$ cat src/rtl/morse_digit_display_if.sv
// rtl/morse_digit_display_if.sv - glyph/status inputs and scanned display outputs
// The decoder side drives Seg/Status/Clr; the display side drives SegY/AnY/CntY/ErrY.
interface morse_digit_display_if;
  logic [6:0] Seg;
  logic [1:0] Status;
  logic       Clr;
  logic [6:0] SegY;
  logic [3:0] AnY;
  logic [2:0] CntY;
  logic       ErrY;

  modport master (
    output Seg, Status, Clr,
    input  SegY, AnY, CntY, ErrY
  );

  modport slave (
    input  Seg, Status, Clr,
    output SegY, AnY, CntY, ErrY
  );
endinterface

$ cat src/rtl/morse_digit_display.sv
// rtl/morse_digit_display.sv - 4-digit history of decoded Morse glyphs, multiplexed onto a 7-segment display
// Optional newest-digit error blink is built when MORSE_DISP_BLINK_EN is defined.
module morse_digit_display #(
  parameter int REFRESH_DIV = 50000,
  parameter int BLINK_DIV   = 12500000
) (
  input  logic                   C,
  input  logic                   R,
  morse_digit_display_if.slave   bus
);

  localparam int RW = $clog2(REFRESH_DIV);
  localparam logic [RW-1:0] REF_LAST = RW'(REFRESH_DIV - 1);

  logic [3:0][6:0] dig_q, dig_d;
  logic [2:0]      cnt_q, cnt_d;
  logic [RW-1:0]   ref_q, ref_d;
  logic [1:0]      idx_q, idx_d;
  logic            prev_q, prev_d;
  logic [3:0]      an_q, an_d;
  logic [6:0]      seg_q, seg_d;
  logic            err_q, err_d;
  logic            push;

`ifdef MORSE_DISP_BLINK_EN
  localparam int BW = $clog2(BLINK_DIV);
  localparam logic [BW-1:0] BLINK_LAST = BW'(BLINK_DIV - 1);

  logic [BW-1:0] bcnt_q, bcnt_d;
  logic          phase_q, phase_d;

  always_comb begin
    bcnt_d  = bcnt_q;
    phase_d = phase_q;
    if (bcnt_q == BLINK_LAST) begin
      bcnt_d  = '0;
      phase_d = ~phase_q;
    end else begin
      bcnt_d = bcnt_q + BW'(1);
    end
  end

  always_ff @(posedge C or negedge R) begin
    if (!R) begin
      bcnt_q  <= '0;
      phase_q <= 1'b1;
    end else begin
      bcnt_q  <= bcnt_d;
      phase_q <= phase_d;
    end
  end
`endif

  // One push per symbol: only the 0->1 transition of Status[1] counts.
  assign push = bus.Status[1] & ~prev_q;

  always_comb begin
    dig_d  = dig_q;
    cnt_d  = cnt_q;
    ref_d  = ref_q;
    idx_d  = idx_q;
    prev_d = bus.Status[1];
    err_d  = (bus.Status == 2'b11);
    an_d   = 4'b0001 << idx_q;
    seg_d  = dig_q[idx_q];

    if (bus.Clr) begin
      dig_d = '0;
      cnt_d = 3'd0;
    end else if (push) begin
      dig_d = {dig_q[2:0], bus.Seg};
      cnt_d = (cnt_q == 3'd4) ? 3'd4 : cnt_q + 3'd1;
    end

    if (ref_q == REF_LAST) begin
      ref_d = '0;
      idx_d = idx_q + 2'd1;
    end else begin
      ref_d = ref_q + RW'(1);
    end

`ifdef MORSE_DISP_BLINK_EN
    if (err_q && !phase_q && (idx_q == 2'd0)) begin
      seg_d = 7'b0000000;
    end
`endif
  end

  always_ff @(posedge C or negedge R) begin
    if (!R) begin
      dig_q  <= '0;
      cnt_q  <= 3'd0;
      ref_q  <= '0;
      idx_q  <= 2'd0;
      prev_q <= 1'b0;
      an_q   <= 4'b0001;
      seg_q  <= 7'b0000000;
      err_q  <= 1'b0;
    end else begin
      dig_q  <= dig_d;
      cnt_q  <= cnt_d;
      ref_q  <= ref_d;
      idx_q  <= idx_d;
      prev_q <= prev_d;
      an_q   <= an_d;
      seg_q  <= seg_d;
      err_q  <= err_d;
    end
  end

  assign bus.SegY = seg_q;
  assign bus.AnY  = an_q;
  assign bus.CntY = cnt_q;
  assign bus.ErrY = err_q;

endmodule

$ cat src/flat_wrapper.sv
// flat-port wrapper written by rule: the top's interface ports become plain ports
module morse_digit_display_flat 
#(
  parameter int REFRESH_DIV = 50000,
  parameter int BLINK_DIV   = 12500000
)
  (C, R, bus_Seg, bus_Status, bus_Clr, bus_SegY, bus_AnY, bus_CntY, bus_ErrY);
  morse_digit_display_if bus_i ();
  input  logic C;
  input  logic R;
  input wire logic [$bits(bus_i.Seg)-1:0] bus_Seg;
  input wire logic [$bits(bus_i.Status)-1:0] bus_Status;
  input wire logic [$bits(bus_i.Clr)-1:0] bus_Clr;
  output wire logic [$bits(bus_i.SegY)-1:0] bus_SegY;
  output wire logic [$bits(bus_i.AnY)-1:0] bus_AnY;
  output wire logic [$bits(bus_i.CntY)-1:0] bus_CntY;
  output wire logic [$bits(bus_i.ErrY)-1:0] bus_ErrY;
  assign bus_i.Seg = bus_Seg;
  assign bus_i.Status = bus_Status;
  assign bus_i.Clr = bus_Clr;
  assign bus_SegY = bus_i.SegY;
  assign bus_AnY = bus_i.AnY;
  assign bus_CntY = bus_i.CntY;
  assign bus_ErrY = bus_i.ErrY;
  morse_digit_display #(.REFRESH_DIV(REFRESH_DIV), .BLINK_DIV(BLINK_DIV)) u_core (.C(C), .R(R), .bus(bus_i));
endmodule
$ cat config.mk
export PLATFORM = sky130hd
export DESIGN_NAME = morse_digit_display_flat
export DESIGN_NICKNAME = d
export VERILOG_FILES = /design/src/rtl/morse_digit_display_if.sv /design/src/rtl/morse_digit_display.sv /design/src/flat_wrapper.sv
export SDC_FILE = /design/constraint.sdc
export NUM_CORES = 1
export LEC_CHECK = 0
export BUFFER_PORTS_ARGS = -buffer_cell sky130_fd_sc_hd__buf_4
export CORE_UTILIZATION = 25
export DETAILED_ROUTE_END_ITERATION = 10
export PLACE_DENSITY_LB_ADDON = 0.15
export SYNTH_ARGS = -nofsm -noshare
export SYNTH_HDL_FRONTEND = slang
export SYNTH_SLANG_ARGS = --single-unit
$ cat constraint.sdc
create_clock -name C -period 1.9 [get_ports C]
set_input_delay 0.285 -clock C [delete_from_list [all_inputs] [get_ports C]]
set_output_delay 0.285 -clock C [all_outputs]
set_load 0.01 [all_outputs]
==> results.sh, run 1 <==
export IMPL_dr_pass1_iters=5
export IMPL_htree_levels=3
export IMPL_clockRootBuffer="clkbuf_8"
export IMPL_placed_cell_area_sq_mm=0.00293
export IMPL_max_slew_margin_rel_pct=75.5
export IMPL_syn_instance_count=184
export IMPL_insertion_delay_ns=0.35
export IMPL_rsz0062_at_grt="false"
export IMPL_gr_total_overflow=0
export IMPL_synth_edff_count=0
export IMPL_min_period_ns=1.73
export IMPL_start_kind="register"
export IMPL_arrival_ns=1.95
export IMPL_mostFrequentLayoutCells="61 x dfrtp_1, 31 x buf_4, 29 x a22o_1"
export IMPL_async_flop_share_pct=100
export IMPL_cts_buffer_depth=2
export IMPL_final_area_sq_mm=0.00317
export IMPL_power_frac_comb_pct=4.8
export IMPL_syn_area_sq_mm=0.00250
export IMPL_dp_slack_ns=0.161
export IMPL_ant_nets=0
export IMPL_fillers=969
export IMPL_grt_pass1_vias=1574
export IMPL_setup_ws_ns=0.174
export IMPL_netSwitchingFraction_pct=23.3
export IMPL_die_h_microns=102
export IMPL_max_stage_delay_ns=0.53
export IMPL_drc=0
export IMPL_p_int_w=0.00216
export IMPL_core_sq_mm=0.00973
export IMPL_grt_use_total_pct=10.7
export IMPL_cts_setup_buffers=0
export IMPL_synth_seq_cells=62
export IMPL_critPathBufInv=0
export IMPL_crit_type="register to register"
export IMPL_antennaDiodeCount=0
export IMPL_synth_top_area_share_pct=61.0
export IMPL_powerDensity_mw_per_mm2=890
export IMPL_clock_fmax_mhz=580
export IMPL_slowest_stage="or4b_1"
export IMPL_fin_worst_skew_ns=0.0114
export IMPL_synth_area_leaders="dfrtp_1 61%, a22o_1 10%, mux4_2 6.3%"
export IMPL_multiInputGateArea_sq_um=890
export IMPL_antenna_found_initial=0
export IMPL_die_w_microns=102
export IMPL_synth_top_area_cell="dfrtp_1"
export IMPL_grt_pass1_wl_microns=8060
export IMPL_cts_tree="done"
export IMPL_rows=36
export IMPL_hp_class="input pin to register"
export IMPL_grt_max_degree=31
export IMPL_ir_drop_v=0.000396
export IMPL_pwr_share_seq_pct=48.1
export IMPL_syn_to_final_growth_pct=26.6
export IMPL_place_hpwl_microns=2930
export IMPL_crit_required_ns=2.13
export IMPL_cap_violations=0
export IMPL_dp_cells=342
export IMPL_cts_sinks=62
export IMPL_synth_distinct_cells=24
export IMPL_port_buffers=26
export IMPL_drt_total_wl_microns=4690
export IMPL_post_synth_cell_area_avg_sq_um=13.6
export IMPL_cts_clk_slew_worst_paths_ns=0.07
export IMPL_tns_ns=0
export IMPL_drtIter0Drc=67
export IMPL_cp_top_family="simple AND/OR/NAND/NOR gates"
export IMPL_ys_warn_count=0
export IMPL_slew_violations=0
export IMPL_worstMarginPinSlew_ns=0.368
export IMPL_clockPowerShare_pct=47.2
export IMPL_io_pins=27
export IMPL_hold_violations=0
export IMPL_instances_no_fill=359
export IMPL_p_leak_nw=1.46
export IMPL_die_area_sq_mm=0.0104
export IMPL_initial_core_util_pct=25.7
export IMPL_cts_resized=0
export IMPL_final_common_cell="dfrtp_1"
export IMPL_status="completed"
export IMPL_layout_area_seq_sq_mm=0.00155
export IMPL_switching_power_w=0.000656
export IMPL_wire_per_inst_microns=13.1
export IMPL_hold_buffers=1
export IMPL_path_cells="or4b_1, nor4_2, mux2_2"
export IMPL_drive_gt1_share_pct=27.4
export IMPL_setup_viol=0
export IMPL_crit_fanout=4
export IMPL_crit_path_end_kind="register"
export IMPL_syn_num_nets=203
export IMPL_finalCritPeriodShare_pct=90.8
export IMPL_fin_nets=240
export IMPL_vias_per_cell=4.34
export IMPL_place_congestion=0.699
export IMPL_synth_ff_type="dfrtp_1"
export IMPL_ys_seq_area_share_pct=62.1
export IMPL_num_vias=1557
export IMPL_cts_buffers=9
path summary, 6_finish.rpt:
path | from | depth (start not counted) | end | slack, ns
worst min-delay path | bus_Status[1] | 1 | u_core.prev_q | 0.07
worst max-delay path | u_core.ref_q[10] | 3 | u_core.idx_q[1] | 0.17
min in group asynchronous | R | 2 | u_core.bus.SegY[0] | 0.40
worst min register to register | u_core.ref_q[11] | 1 | u_core.ref_q[11] | 0.49
max in group asynchronous | R | 3 | u_core.dig_q[23] | 0.98
worst max register to register | u_core.ref_q[10] | 3 | u_core.idx_q[1] | 0.17
layout make-up:
cell class	instances	share of cell area, %
clock buffers	9	3.91
clock inverters	7	3.28
inverters	7	0.830
multi-input cells	106	28.1
flip-flops and latches	62	49.1
well taps	133	5.26
repair buffers	35	9.57
cell usage after synthesis (4+ instances only):
cell and n:
dfrtp_1 61, a22o_1 29, nor2_1 14, xnor2_1 10
clkbuf_1 8, ha_1 7, inv_1 7, mux4_2 7
nand3_1 7, nand2_1 6, xor2_1 5, nand4_1 4
nor3_1 4
per-stage QoR:
stage | utilization (%) | power (W) | hold WS [ns]
finish | 32.5 | 0.00282 | 0.0657
floorplan | - | 0.00143 | -0.0106
detailed placement | 30.1 | 0.00152 | 0.238
global placement | 30.1 | 0.00152 | 0.236
CTS | 32.5 | 0.00287 | 0.0462
global route | 32.5 | 0.00295 | 0.0562
sequential cells by signal (all words and copies together), names as in the netlist:
signal / flops
u_core.bus.SegY: 7
u_core.idx_q: 2
u_core.dig_q: 28
u_core.bus.AnY: 4
u_core.bus.ErrY: 1
u_core.bus.CntY: 3
u_core.prev_q: 1
u_core.ref_q: 16
power groups by stage:
stage,logic (W),registers (W),clock network (W)
CTS,0.000140,0.00135,0.00137
detailed placement,0.000138,0.00138,0
global route,0.000152,0.00136,0.00144
floorplan,0.0000435,0.00138,0
finish,0.000134,0.00135,0.00133
global placement,0.000138,0.00138,0
metal layers:
metal / GRT usage, % / part of all wire [%] / wire length [microns]
met1: 14.7 / 49 / 2310
met2: 14.8 / 44 / 2060
met3: 3.08 / 4.0 / 189
met4: 6.26 / 2.7 / 128
met5: 0 / 0 / 0
kinds of logic after synthesis:
kind of cell / share of synthesized area [%]
buffers and inverters: 2.55
multiplexers: 6.75
adder cells (fa/ha/maj): 3.50
AND/OR/NAND/NOR: 9.50
flip-flops: 62.1
XOR/XNOR: 5.25
AO/OA/AOI/OAI: 10.4
No activity file was read; power rests on OpenSTA's default activity.
==> inputs of run 2 (changes only) <==
--- a/config.mk
+++ b/config.mk
@@ -8,7 +8,6 @@
 export BUFFER_PORTS_ARGS = -buffer_cell sky130_fd_sc_hd__buf_4
 export CORE_UTILIZATION = 25
 export DETAILED_ROUTE_END_ITERATION = 10
-export PLACE_DENSITY_LB_ADDON = 0.15
 export SYNTH_ARGS = -nofsm -noshare
 export SYNTH_HDL_FRONTEND = slang
 export SYNTH_SLANG_ARGS = --single-unit
==> run 2 against run 1 <==
Compared with the run above:
- hold slack got worse by 0.047 ns
- cell count decreased by 1.4%
- fmax decreased by 0.50%
- clock-buffer cell count increased by 1
- largest cell class unchanged
- largest power group unchanged
==> results.sh, run 2 (synthesis results as in run 1) <==
export IMPL_start_kind="register"
export IMPL_io_pins=27
export IMPL_crit_required_ns=2.12
export IMPL_finalCritPeriodShare_pct=91.3
export IMPL_syn_to_final_growth_pct=22.3
export IMPL_gr_total_overflow=0
export IMPL_place_hpwl_microns=2800
export IMPL_grt_pass1_vias=1558
export IMPL_rsz0062_at_grt="false"
export IMPL_setup_ws_ns=0.166
export IMPL_cts_resized=0
export IMPL_max_slew_margin_rel_pct=19.6
export IMPL_rows=36
export IMPL_drtIter0Drc=65
export IMPL_crit_path_end_kind="register"
export IMPL_hold_buffers=0
export IMPL_clock_fmax_mhz=577
export IMPL_grt_use_total_pct=9.92
export IMPL_die_w_microns=102
export IMPL_p_int_w=0.00203
export IMPL_antennaDiodeCount=0
export IMPL_cts_buffers=9
export IMPL_insertion_delay_ns=0.33
export IMPL_clockRootBuffer="clkbuf_8"
export IMPL_grt_pass1_wl_microns=7640
export IMPL_cts_setup_buffers=0
export IMPL_ant_nets=0
export IMPL_worstMarginPinSlew_ns=1.20
export IMPL_placed_cell_area_sq_mm=0.00286
export IMPL_die_h_microns=102
export IMPL_largest_reg_flops=28
export IMPL_antenna_found_initial=0
export IMPL_drc=0
export IMPL_hp_class="input pin to async pin"
export IMPL_tns_ns=0
export IMPL_core_sq_mm=0.00973
export IMPL_setup_viol=0
export IMPL_dr_pass1_iters=4
export IMPL_cts_tree="done"
export IMPL_cap_violations=0
export IMPL_powerDensity_mw_per_mm2=854
export IMPL_die_area_sq_mm=0.0104
export IMPL_grt_max_degree=63
export IMPL_cts_sinks=62
export IMPL_initial_core_util_pct=25.7
export IMPL_cts_clk_slew_worst_paths_ns=0.07
export IMPL_mostFrequentLayoutCells="61 x dfrtp_1, 30 x buf_4, 29 x a22o_1"
export IMPL_fin_worst_skew_ns=0.00736
export IMPL_wire_per_inst_microns=12.4
export IMPL_slew_violations=0
export IMPL_min_period_ns=1.73
export IMPL_crit_type="register to register"
export IMPL_pwr_share_seq_pct=51.8
export IMPL_hold_violations=0
export IMPL_cts_buffer_depth=2
export IMPL_place_congestion=0.700
export IMPL_num_vias=1551
export IMPL_switching_power_w=0.000587
export IMPL_crit_fanout=3
export IMPL_arrival_ns=1.96
export IMPL_netSwitchingFraction_pct=22.5
export IMPL_dp_slack_ns=0.110
export IMPL_fin_nets=235
export IMPL_port_buffers=26
export IMPL_fillers=1012
export IMPL_max_flop_register="u_core.dig_q"
export IMPL_drt_total_wl_microns=4390
export IMPL_ir_drop_v=0.000289
export IMPL_power_frac_comb_pct=4.4
export IMPL_final_area_sq_mm=0.00306
export IMPL_htree_levels=3
export IMPL_status="completed"
export IMPL_p_leak_nw=1.42
export IMPL_clockPowerShare_pct=43.7
export IMPL_vias_per_cell=4.38
export IMPL_final_common_cell="dfrtp_1"
export IMPL_drive_gt1_share_pct=26.2
==> run 2: changes by cell type in the layout (fill, tap and decap cells not counted), sizes merged <==
cell and delta:
buf -4, bufinv -1, clkbuf +1, clkinv +2, clkinvlp +1, dlygate4sd3 -1
inv -3
==> run 2: routing by layer <==
metal  GRT usage [%]  vias to the layer above  part of all wire, %
met5               0                        -                    0
met4            5.93                        0                  2.2
met3            3.56                        8                  3.7
met2            13.1                       33                   42
met1            13.8                      783                   52
li1                -                      727                    -
==> run 2: power by group through the flow <==
stage	combinational [W]	clock, W	sequential [W]
2_1_floorplan	0.0000435	0	0.00138
3_3_place_gp	0.000118	0	0.00138
3_5_place_dp	0.000120	0	0.00138
4_1_cts	0.000120	0.00118	0.00135
5_1_grt	0.000131	0.00124	0.00136
6_report	0.000116	0.00114	0.00135
==> run 2: final cells by class <==
type                            instances  area, sq um  share of cell area [%]
Clock inverter                          6         61.3                    2.00
Timing Repair Buffer                   30          225                    7.36
Sequential cell                        62         1550                    50.8
Multi-Input combinational cell        106          890                    29.1
Inverter                                7         26.3                   0.859
Tap cell                              133          166                    5.44
Clock buffer                           10          138                    4.50
==> run 2: worst paths after layout <==
| kind | startpoint | endpoint | slack [ns] | cells after the start |
|---|---|---|---|---|
| max | u_core.ref_q[7] | u_core.idx_q[1] | 0.17 | 3 |
| min | R | u_core.dig_q[5] | 0.02 | 1 |
| max reg2reg | u_core.ref_q[7] | u_core.idx_q[1] | 0.17 | 3 |
| min reg2reg | u_core.ref_q[0] | u_core.ref_q[0] | 0.49 | 1 |
| max in group asynchronous | R | u_core.dig_q[3] | 1.38 | 1 |
| min in group C | bus_Status[1] | u_core.prev_q | 0.07 | 1 |
==> run 2: worst max-delay path, stage by stage (launching register included) <==
cell and delay, ns:
dfrtp_1 0.40, or4b_1 0.55, nor4_2 0.31, mux2_2 0.37
==> run 2: through the flow <==
| step | hold WS (ns) | instances | utilization, % | power [W] |
|---|---|---|---|---|
| finish | 0.0187 | 354 | 31.4 | 0.00261 |
| global route | 0.0468 | 354 | 31.4 | 0.00273 |
| CTS | 0.0427 | 354 | 31.4 | 0.00265 |
| detailed placement | 0.414 | 338 | 29.4 | 0.00150 |
| global placement | 0.408 | 338 | 29.4 | 0.00150 |
| floorplan | -0.0106 | 184 | - | 0.00143 |
==> inputs of run 3 (changes only) <==
--- a/config.mk
+++ b/config.mk
@@ -7,6 +7,7 @@
 export LEC_CHECK = 0
 export BUFFER_PORTS_ARGS = -buffer_cell sky130_fd_sc_hd__buf_4
 export CORE_UTILIZATION = 25
+export CTS_CLUSTER_DIAMETER = 30
 export DETAILED_ROUTE_END_ITERATION = 10
 export SYNTH_ARGS = -nofsm -noshare
 export SYNTH_HDL_FRONTEND = slang
==> constraint.sdc (replaced) <==
create_clock -name C -period 2.1 [get_ports C]
set_input_delay 0.315 -clock C [delete_from_list [all_inputs] [get_ports C]]
set_output_delay 0.315 -clock C [all_outputs]
set_load 0.01 [all_outputs]
==> run 3 against run 2 <==
Compared with the run above:
- worst setup slack gained 0.18 ns
- highest routed layer unchanged
- critical path depth is the same
- power shrank 4.2%
- via count grew 0.52%
- clock-buffer cell count grew 2
- register-to-register slack gained 0.18 ns
- clock power is essentially flat
- global-route usage grew 0.35 points
- non-clock buffer count shrank 1
- routed wire length grew 2.0%
==> results.sh, run 3 (synthesis results as in run 1) <==
export IMPL_gr_total_overflow=0
export IMPL_final_area_sq_mm=0.00308
export IMPL_port_buffers=26
export IMPL_max_flop_register="u_core.dig_q"
export IMPL_clock_fmax_mhz=571
export IMPL_worstMarginPinSlew_ns=1.18
export IMPL_finalCritPeriodShare_pct=83.4
export IMPL_place_congestion=0.710
export IMPL_slew_violations=0
export IMPL_cts_buffers=9
export IMPL_rows=36
export IMPL_core_sq_mm=0.00973
export IMPL_syn_to_final_growth_pct=23.1
export IMPL_cts_tree="done"
export IMPL_holdWs_ns=0.0472
export IMPL_grt_use_total_pct=10.3
export IMPL_crit_path_end_kind="register"
export IMPL_grt_pass1_vias=1627
export IMPL_slowest_stage="or4b_1"
export IMPL_die_w_microns=102
export IMPL_placed_cell_area_sq_mm=0.00285
export IMPL_cts_buffer_depth=2
export IMPL_io_pins=27
export IMPL_die_h_microns=102
export IMPL_p_leak_nw=1.43
export IMPL_reg2reg_slack_ns=0.35
export IMPL_insertion_delay_ns=0.35
export IMPL_status="completed"
export IMPL_antennaDiodeCount=0
export IMPL_final_common_cell="dfrtp_1"
export IMPL_arrival_ns=1.98
export IMPL_path_cells="or4b_1, nor4_2, mux2_2"
export IMPL_wire_per_inst_microns=12.7
export IMPL_max_slew_margin_rel_pct=21.1
export IMPL_grt_pass1_wl_microns=7960
export IMPL_setup_ws_ns=0.348
export IMPL_cp_top_family="simple AND/OR/NAND/NOR gates"
export IMPL_drtIter0Drc=78
export IMPL_setup_viol=0
export IMPL_cts_sinks=62
export IMPL_mostFrequentLayoutCells="61 x dfrtp_1, 29 x a22o_1, 29 x buf_4"
export IMPL_max_stage_delay_ns=0.54
export IMPL_largest_reg_flops=28
export IMPL_powerDensity_mw_per_mm2=814
export IMPL_hold_buffers=0
export IMPL_start_kind="register"
export IMPL_fin_worst_skew_ns=0.00691
export IMPL_fin_nets=234
export IMPL_num_vias=1559
export IMPL_fillers=1018
export IMPL_r2r_start="u_core.ref_q[7]"
export IMPL_power_w=0.00250
export IMPL_crit_required_ns=2.33
export IMPL_cts_clk_slew_worst_paths_ns=0.07
export IMPL_dp_slack_ns=0.287
export IMPL_htree_levels=3
export IMPL_tns_ns=0
export IMPL_cap_violations=0
export IMPL_cts_resized=0
export IMPL_place_hpwl_microns=2820
export IMPL_hold_violations=0
export IMPL_r2r_cells=3
export IMPL_clockRootBuffer="clkbuf_8"
export IMPL_min_period_ns=1.75
export IMPL_crit_type="register to register"
export IMPL_drt_total_wl_microns=4480
export IMPL_dr_pass1_iters=2
export IMPL_reg2reg_to="u_core.idx_q[1]"
export IMPL_ir_drop_v=0.000321
export IMPL_critPathBufInv=0
export IMPL_antenna_found_initial=0
export IMPL_hp_class="input pin to async pin"
export IMPL_grt_max_degree=63
export IMPL_rsz0062_at_grt="false"
export IMPL_crit_fanout=3
export IMPL_ant_nets=0
export IMPL_vias_per_cell=4.42
export IMPL_drive_gt1_share_pct=25.5
export IMPL_cts_setup_buffers=0
export IMPL_drc=0
export IMPL_die_area_sq_mm=0.0104
export IMPL_initial_core_util_pct=25.7
-- run 3: cell count changes in the layout (fill, tap and decap cells not counted), sizes merged --
cell / previous run / this run
buf: 30 / 29
bufinv: 1 / 2
clkinv: 4 / 2
clkinvlp: 1 / 0
clkbuf: 10 / 12
-- run 3: report_power, final --
group | internal [W] | total, W | switching [W]
Combinational | 0.0000446 | 0.000105 | 0.0000605
Sequential | 0.00121 | 0.00123 | 0.0000129
Clock | 0.000729 | 0.00117 | 0.000443
Total | 0.00199 | 0.00250 | 0.000516
-- run 3: layout make-up --
| cell class | count | area, sq um | area share [%] |
|---|---|---|---|
| clock buffers | 12 | 155 | 5.04 |
| repair buffers | 29 | 218 | 7.07 |
| multi-input cells | 106 | 890 | 28.9 |
| well taps | 133 | 166 | 5.41 |
| inverters | 7 | 26.3 | 0.854 |
| flip-flops and latches | 62 | 1550 | 50.4 |
| clock inverters | 4 | 70.1 | 2.28 |
-- run 3: how the worst max path moves through the flow --
stage,endpoint,slack (ns),startpoint,cells after the start
floorplan,u_core.idx_q[1],0.42,u_core.ref_q[7],3
global placement,u_core.bus.CntY[1],0.31,bus_Status[1],4
detailed placement,u_core.dig_q[26],0.29,bus_Status[1],4
CTS,u_core.idx_q[1],0.34,u_core.ref_q[7],3
global route,u_core.idx_q[0],0.23,u_core.ref_q[0],5
finish,u_core.idx_q[1],0.35,u_core.ref_q[7],3
-- run 3: metrics by stage --
stage,util [%],std cells
final,31.6,353
after global routing,31.6,353
after CTS,31.6,353
after detailed placement,29.3,337
after global placement,29.3,337
after floorplan,-,184
-- run 3: routing by layer --
layer / up-vias / GRT usage, % / share of wire (%)
li1: 723 / - / -
met1: 797 / 13.3 / 50
met2: 31 / 14.6 / 43
met4: 0 / 5.93 / 2.5
met5: - / 0 / 0
met3: 8 / 4.04 / 4.3
-- run 3: worst reg2reg max path, cell delays in order, from the launching register on --
cell and delay (ns):
dfrtp_1 0.41, or4b_1 0.55, nor4_2 0.32, mux2_2 0.37
